$ cat config.mk
export PLATFORM = sky130hd
export DESIGN_NAME = mem_arbiter
export DESIGN_NICKNAME = d
export VERILOG_FILES = /design/src/rtl/mem_arbiter_pkg.sv /design/src/rtl/arb_sat_counter.sv /design/src/rtl/mem_arbiter.sv
export SDC_FILE = /design/constraint.sdc
export NUM_CORES = 1
export LEC_CHECK = 0
export BUFFER_PORTS_ARGS = -buffer_cell sky130_fd_sc_hd__buf_4
export CAP_MARGIN = 10
export CORE_AREA = 2 2 110 112
export CTS_BUF_LIST = sky130_fd_sc_hd__clkbuf_8
export DETAILED_ROUTE_END_ITERATION = 6
export DIE_AREA = 0 0 112 114
export MAX_ROUTING_LAYER = met4
export RECOVER_POWER = 100
export SYNTH_ARGS = -nofsm -noshare
export SYNTH_HDL_FRONTEND = slang
export SYNTH_SLANG_ARGS = --single-unit
$ cat constraint.sdc
create_clock -name clk -period 4.8 [get_ports clk]
set_input_delay 0.96 -clock clk [delete_from_list [all_inputs] [get_ports clk]]
set_output_delay 0.96 -clock clk [all_outputs]
set_load 0.02 [all_outputs]
$ cat src/rtl/mem_arbiter_pkg.sv
// Shared types for the multicycle core: memory ownership, datapath address
// source select, and a width helper for saturating counters.
package mem_arbiter_pkg;

  typedef enum logic [1:0] {
    ARB_OWNER__NONE = 2'd0,
    ARB_OWNER__CORE = 2'd1,
    ARB_OWNER__EXT  = 2'd2
  } arb_owner_t;

  typedef enum logic [1:0] {
    ADR_SRC__PC      = 2'd0,
    ADR_SRC__ALU_OUT = 2'd1,
    ADR_SRC__EXT     = 2'd2
  } adr_src_t;

  // Bits needed to hold 0..max_val inclusive.
  function automatic int unsigned cnt_width(input int unsigned max_val);
    return (max_val < 1) ? 1 : $clog2(max_val + 1);
  endfunction

endpackage

$ cat src/rtl/arb_sat_counter.sv
// Saturating event counter: counts up on inc, holds at MAX, clr has priority.
module arb_sat_counter
  import mem_arbiter_pkg::*;
#(
  parameter int unsigned MAX = 16,
  parameter int unsigned W   = cnt_width(MAX)
) (
  input  logic         clk,
  input  logic         reset,
  input  logic         inc,
  input  logic         clr,
  output logic [W-1:0] cnt,
  output logic         at_max
);

  localparam logic [W-1:0] MAX_V = W'(MAX);

  assign at_max = (cnt == MAX_V);

  always_ff @(posedge clk) begin
    if (!reset) begin
      cnt <= '0;
    end else if (clr) begin
      cnt <= '0;
    end else if (inc && !at_max) begin
      cnt <= cnt + W'(1);
    end
  end

endmodule

$ cat src/rtl/mem_arbiter.sv
// Core/external arbiter for the unified memory with external lock bursts.
// Optional starvation guard for the external port: MEM_ARBITER_STARVE_GUARD_EN.
module mem_arbiter
  import mem_arbiter_pkg::*;
#(
  parameter int unsigned ADDR_W   = 32,
  parameter int unsigned DATA_W   = 32,
  parameter int unsigned LOCK_MAX = 16,
  parameter int unsigned WAIT_MAX = 8
) (
  input  logic                              clk,
  input  logic                              reset,
  input  logic                              c_req,
  input  logic                              c_we,
  input  logic [ADDR_W-1:0]                 c_addr,
  input  logic [DATA_W-1:0]                 c_wdata,
  output logic                              c_gnt,
  output logic                              c_rvalid,
  output logic                              c_stall,
  input  logic                              e_req,
  input  logic                              e_we,
  input  logic                              e_lock,
  input  logic [ADDR_W-1:0]                 e_addr,
  input  logic [DATA_W-1:0]                 e_wdata,
  output logic                              e_gnt,
  output logic                              e_rvalid,
  output logic [DATA_W-1:0]                 rdata,
  output logic [ADDR_W-1:0]                 mem_a,
  output logic [DATA_W-1:0]                 mem_wd,
  output logic                              mem_we,
  input  logic [DATA_W-1:0]                 mem_rd,
  output arb_owner_t                        dbg_owner,
  output logic [cnt_width(LOCK_MAX)-1:0]    dbg_lock_cnt,
  output logic [cnt_width(WAIT_MAX)-1:0]    dbg_wait_cnt
);

  // Handshake: a requester holds req (with addr/we/wdata stable) until it sees
  // gnt in the same cycle; a granted read returns rvalid with rdata exactly one
  // cycle later; writes finish in the grant cycle; dropping req while denied is legal.

  arb_owner_t owner_q;
  arb_owner_t dec;
  logic       lock_at_max;
  logic       lock_hold;
  logic       starve;

  assign lock_hold = (owner_q == ARB_OWNER__EXT) && e_req && e_lock && !lock_at_max;

  always_comb begin
    dec    = ARB_OWNER__NONE;
    c_gnt  = 1'b0;
    e_gnt  = 1'b0;
    mem_a  = '0;
    mem_wd = '0;
    mem_we = 1'b0;
    if (lock_hold || starve) begin
      dec = ARB_OWNER__EXT;
    end else if (c_req) begin
      dec = ARB_OWNER__CORE;
    end else if (e_req) begin
      dec = ARB_OWNER__EXT;
    end
    unique case (dec)
      ARB_OWNER__CORE: begin
        c_gnt  = 1'b1;
        mem_a  = c_addr;
        mem_wd = c_wdata;
        mem_we = c_we;
      end
      ARB_OWNER__EXT: begin
        e_gnt  = 1'b1;
        mem_a  = e_addr;
        mem_wd = e_wdata;
        mem_we = e_we;
      end
      default: ;
    endcase
  end

  always_ff @(posedge clk) begin
    if (!reset) begin
      owner_q  <= ARB_OWNER__NONE;
      c_rvalid <= 1'b0;
      e_rvalid <= 1'b0;
    end else begin
      owner_q  <= dec;
      c_rvalid <= c_gnt & ~c_we;
      e_rvalid <= e_gnt & ~e_we;
    end
  end

  assign c_stall   = c_req & ~c_gnt;
  assign rdata     = mem_rd;
  assign dbg_owner = owner_q;

  // Lock run length; once it saturates a waiting core steals one cycle.
  arb_sat_counter #(.MAX(LOCK_MAX)) u_lock_cnt (
    .clk    (clk),
    .reset  (reset),
    .inc    (e_gnt & e_lock),
    .clr    (~e_gnt | ~e_lock),
    .cnt    (dbg_lock_cnt),
    .at_max (lock_at_max)
  );

`ifdef MEM_ARBITER_STARVE_GUARD_EN
  logic wait_at_max;

  arb_sat_counter #(.MAX(WAIT_MAX)) u_wait_cnt (
    .clk    (clk),
    .reset  (reset),
    .inc    (e_req & ~e_gnt),
    .clr    (e_gnt | ~e_req),
    .cnt    (dbg_wait_cnt),
    .at_max (wait_at_max)
  );

  assign starve = e_req & wait_at_max;
`else
  assign dbg_wait_cnt = '0;
  assign starve       = 1'b0;
`endif

endmodule

Word-level counts from Yosys, hierarchy flattened:

Index checks and enable logic that the tools add are counted.

* muxes and demuxes: 8
* bitwise logic cells: 11
* equality and inequality tests: 4
* $add $sub $neg: 1
* reduce and logical (&&, ||, !) cells: 6

Operators with widths (number)
* 32-bit one-hot mux with 2 select lines: 2
* 2-bit 2-to-1 mux: 3
* 1-bit NOT: 6
* 5-bit by 1-bit adder with 5-bit output (second input constant): 1
* 5-bit equality test (second input constant): 1
* 1-bit bitwise AND: 4
* 2-bit equality test (second input constant): 2
* 1-bit logical AND: 4
* 2-bit by 1-bit equality test with 1-bit output (second input constant): 1
* 1-bit 2-to-1 mux: 2
* 1-bit one-hot mux with 2 select lines: 1
* 2-bit OR reduction: 1
* 1-bit logical NOT: 1
* 1-bit bitwise OR: 1

* output and inout bits: 113
* word-level logic and storage cells: 34
* register bits after elaboration: 9

Longest topological paths before layout:

* word-level depth: 10
* mapped depth: 10

By module:

From an unflattened synthesis, not the netlist that was laid out.

* cells, all modules: 241
* area, all modules: 1606.5 sq um

By module, submodules not included
* mem_arbiter: cells an instance 212, area an instance 1331.3 sq um, times used 1, seq. area each 80.1 sq um
* arb_sat_counter: cells an instance 29, area an instance 275.3 sq um, times used 1, seq. area each 100.1 sq um

Worst setup path after synthesis:

No wires, ideal clock.

* path type: input-to-output
* start: input e_lock
* end: output mem_a[10]
* stages on the path: 7
* required time: 3840 ps
* data arrival time: 2625 ps
* setup slack: 1215 ps
* buffers on the path: 2
* path through: nand4b_1 > o21ai_0 > ha_1 > buf_4 > clkbuf_1 > a22oi_1 > nor2_1

* cells in the longest elaborated chain, start to end: 5
* elaborated cells on any way between the ends: 6

Ends and longest elaborated chain
* start, declared: RTL line mem_arbiter.sv:22 `input logic e_lock,`
* 1-bit logical AND * (2 in a row): RTL line mem_arbiter.sv:47 `assign lock_hold = (owner_q == ARB_OWNER__EXT) && e_req && e_lock && !lock_at_max;`
* 2-bit 2-to-1 mux *: RTL line mem_arbiter.sv:56 `if (lock_hold || starve) begin`
* 2-bit equality test or 2-bit by 1-bit equality test with 1-bit output (tied branches): RTL line mem_arbiter.sv:63 `unique case (dec)`
* 32-bit one-hot mux with 2 select lines *: RTL line mem_arbiter.sv:63
* end, declared: RTL line mem_arbiter.sv:28 `output logic [ADDR_W-1:0] mem_a,`

Mark *: on every way between the ends. The rest lies on a longest branch, timed or not.

Worst setup path in the final report:

* start: input e_lock
* end: output mem_a[2]

* cells in the longest elaborated chain, start to end: 5
* elaborated cells on any way between the ends: 6

Ends and longest elaborated chain
* 1-bit logical AND * (2 in a row): RTL line mem_arbiter.sv:47
* 2-bit 2-to-1 mux *: RTL line mem_arbiter.sv:56
* named net dec[0]: RTL line mem_arbiter.sv:42 `arb_owner_t dec;`
* 2-bit equality test or 2-bit by 1-bit equality test with 1-bit output (tied branches): RTL line mem_arbiter.sv:63
* 32-bit one-hot mux with 2 select lines *: RTL line mem_arbiter.sv:63

The timed path passes the listed nets; every way through them passes the cells marked *.

==> impl_metrics.tcl <==
set metrics [dict create \
    synthDistinctLibCells 24 \
    gr-total-overflow 0 \
    crit_type "input pin to output pin" \
    nNetsFinal 568 \
    core_mm2 0.0117 \
    postLayoutCellArea_mm2 0.00273 \
    die_h_um 114 \
    finalHoldViolCount 0 \
    place_area_mm2 0.00297 \
    tritoncts "yes" \
    gp_congestion 0.736 \
    cts_buffers 3 \
    cts.hold.buffers_added 0 \
    rsz0062_at_grt "false" \
    ys_ff_latch 9 \
    p_comb_share_pct 61.6 \
    arrival_ps 3350 \
    via_per_inst 4.17 \
    die-area_mm2 0.0128 \
    vias 2262 \
    diodes 0 \
    cts_resized 0 \
    synthCells 231 \
    fmax_mhz 232 \
    drive_above_1_share_pct 37.5 \
    hold_path_class "flop to flop" \
    finalMaxSlewViolations 0 \
    synth-async-reset-ratio_pct 0 \
    crit_fanout 35 \
    grt_pass1_vias 2054 \
    fp.dieW_um 112 \
    grt_pass1_wl_um 9820 \
    yosysWarnings 0 \
    dr.first_iter.drc_count 117 \
    ys_seq_area_share_pct 11.9 \
    initial_core_util_pct 13.0 \
    synth_edf_count 0 \
    postRouteAntennaNets 0 \
    critPathLaunchType "input pin" \
    clk_latency_ps 240 \
    met1Wirelength_um 2380 \
    fin_crit_ps 4310 \
    critPathCaptureType "output pin" \
    wl_per_cell_um 12.3 \
    skew_ps 8.81 \
    io_pins 280 \
    avgSynthCellArea_um2 6.57 \
    syn_to_final_growth_pct 80.0 \
    yosysTopAreaCellShare_pct 32.2 \
    syn_area_mm2 0.00152 \
    io_buffers 211 \
    cts-htree-levels 1 \
    max_slew.worst_pin.slew_ps 1070 \
    cts.sinks 9 \
    ir_drop_mv 0.0926 \
    synth-main-ff-cell "dfxtp_1" \
    route.met3.wl_um 651 \
    post_cts_buffers 0 \
    setup_tns_ps 0 \
    maxCapViolCount 0 \
    hpwl_um 5260 \
    clock_tree.root_cell "clkbuf_8" \
    drtPass1Iterations 4 \
    internal-power_uw 250 \
    yosys-top-cells-area "a22oi_1 32%, buf_4 18%, nor2_1 17%" \
    row_count 40 \
    dr.max_layer_used "met4" \
    setup_viol 0 \
    antenna_found_initial 0 \
    clkPwrFrac_pct 20.5 \
    wl_met2_um 3490 \
    outcome "finished clean" \
    max-clock-path-buffers 2 \
    grtUsageTotal_pct 9.39 \
    yosysTopAreaCell "a22oi_1" \
    p_per_area_mw_per_mm2 157 \
    drc 0 \
    grt_max_degree 36 \
    netSwitchingPower_uw 180 \
    relSlewSlack_pct 28.9 \
    utilization_pct 23.3 \
    leakagePower_nw 1.22 \
    p_seq_share_pct 18.0 \
    period_share_pct 89.8 \
    sw_frac_of_total_pct 41.8 \
    clk_pin_slew_ps 50 \
    finalWirelength_um 6640 \
    cp.required_ps 3840 \
]
per-stage QoR:
stage	hold slack (ps)	std cells	power, mW	setup slack (ps)
finish	535	542	0.430	490
floorplan	600	234	0.257	1220
global placement	540	538	0.373	722
detailed placement	549	538	0.377	624
CTS	555	542	0.467	610
global route	576	542	0.462	197
layout by cell type (no fill, tap or decap), types with 2 or more instances in the layout:
master	count
nand3_1	3
buf_4	139
clkbuf_1	73
conb_1	4
nor3b_1	2
nor2_1	70
dfxtp_1	9
clkbuf_8	3
a22oi_1	65
ha_2	2
xor2_1	2
inv_1	6
ha_1	3
per-layer routing:
metal | track usage (%) | vias up
met4 | 2.85 | 0
met5 | - | -
met1 | 9.98 | 1003
li1 | - | 1100
met3 | 1.59 | 12
met2 | 17.8 | 147
final cells by class:
cell class	instances	area [µm²]
multi-input combinational	162	968
clock buffer	3	41.3
fill	1377	8980
inverter	6	22.5
sequential	9	180
timing repair buffer	214	1330
tap	147	184
clock inverter	1	5.00
synth_stat cells, types with 2 or more instances:
cell,number
nand3_1,3
ha_1,5
buf_2,5
buf_1,5
buf_4,37
inv_1,6
dfxtp_1,9
clkbuf_1,10
nor3b_1,2
xor2_1,2
nor2_1,70
a22oi_1,65
worst paths after layout:
check	slack (ps)	depth (start not counted)	start	end
max reg2reg	1850	8	u_lock_cnt.cnt[0]$_SDFFE_PP0P_	u_lock_cnt.cnt[2]$_SDFFE_PP0P_
min	530	2	u_lock_cnt.cnt[2]$_SDFFE_PP0P_	u_lock_cnt.cnt[2]$_SDFFE_PP0P_
max	490	9	e_lock	mem_a[2]
min reg2reg	530	2	u_lock_cnt.cnt[2]$_SDFFE_PP0P_	u_lock_cnt.cnt[2]$_SDFFE_PP0P_
cells by family after synthesis:
group	synth area share, %
muxes	0.660
xor gates and xnor gates	1.73
DFF	11.9
other	0.247
and+or+nand+nor	22.8
adders and majority gates	4.12
buffers and inverters	25.1
AOI/OAI and AO/OA	33.5
worst max-delay path, cell delays in order:
cell	delay [ps]
clkbuf_4	110
nand4b_1	100
o21ai_0	180
inv_1	110
ha_2	600
clkbuf_2	710
a22oi_1	150
nor2_1	160
clkbuf_1	250
sequential cells by signal, summed over array words and instances, names as in the netlist:
register and count:
u_lock_cnt.cnt 5, dbg_owner 2, c_rvalid 1, e_rvalid 1
power by group through the flow:
stage	Combinational (mW)	Clock, mW	Sequential [mW]
global route	0.289	0.0952	0.0774
detailed placement	0.299	0	0.0787
global placement	0.295	0	0.0786
CTS	0.299	0.0898	0.0773
floorplan	0.177	0	0.0804
finish	0.265	0.0880	0.0772
Note: power is estimated with default switching activity, not from simulation.
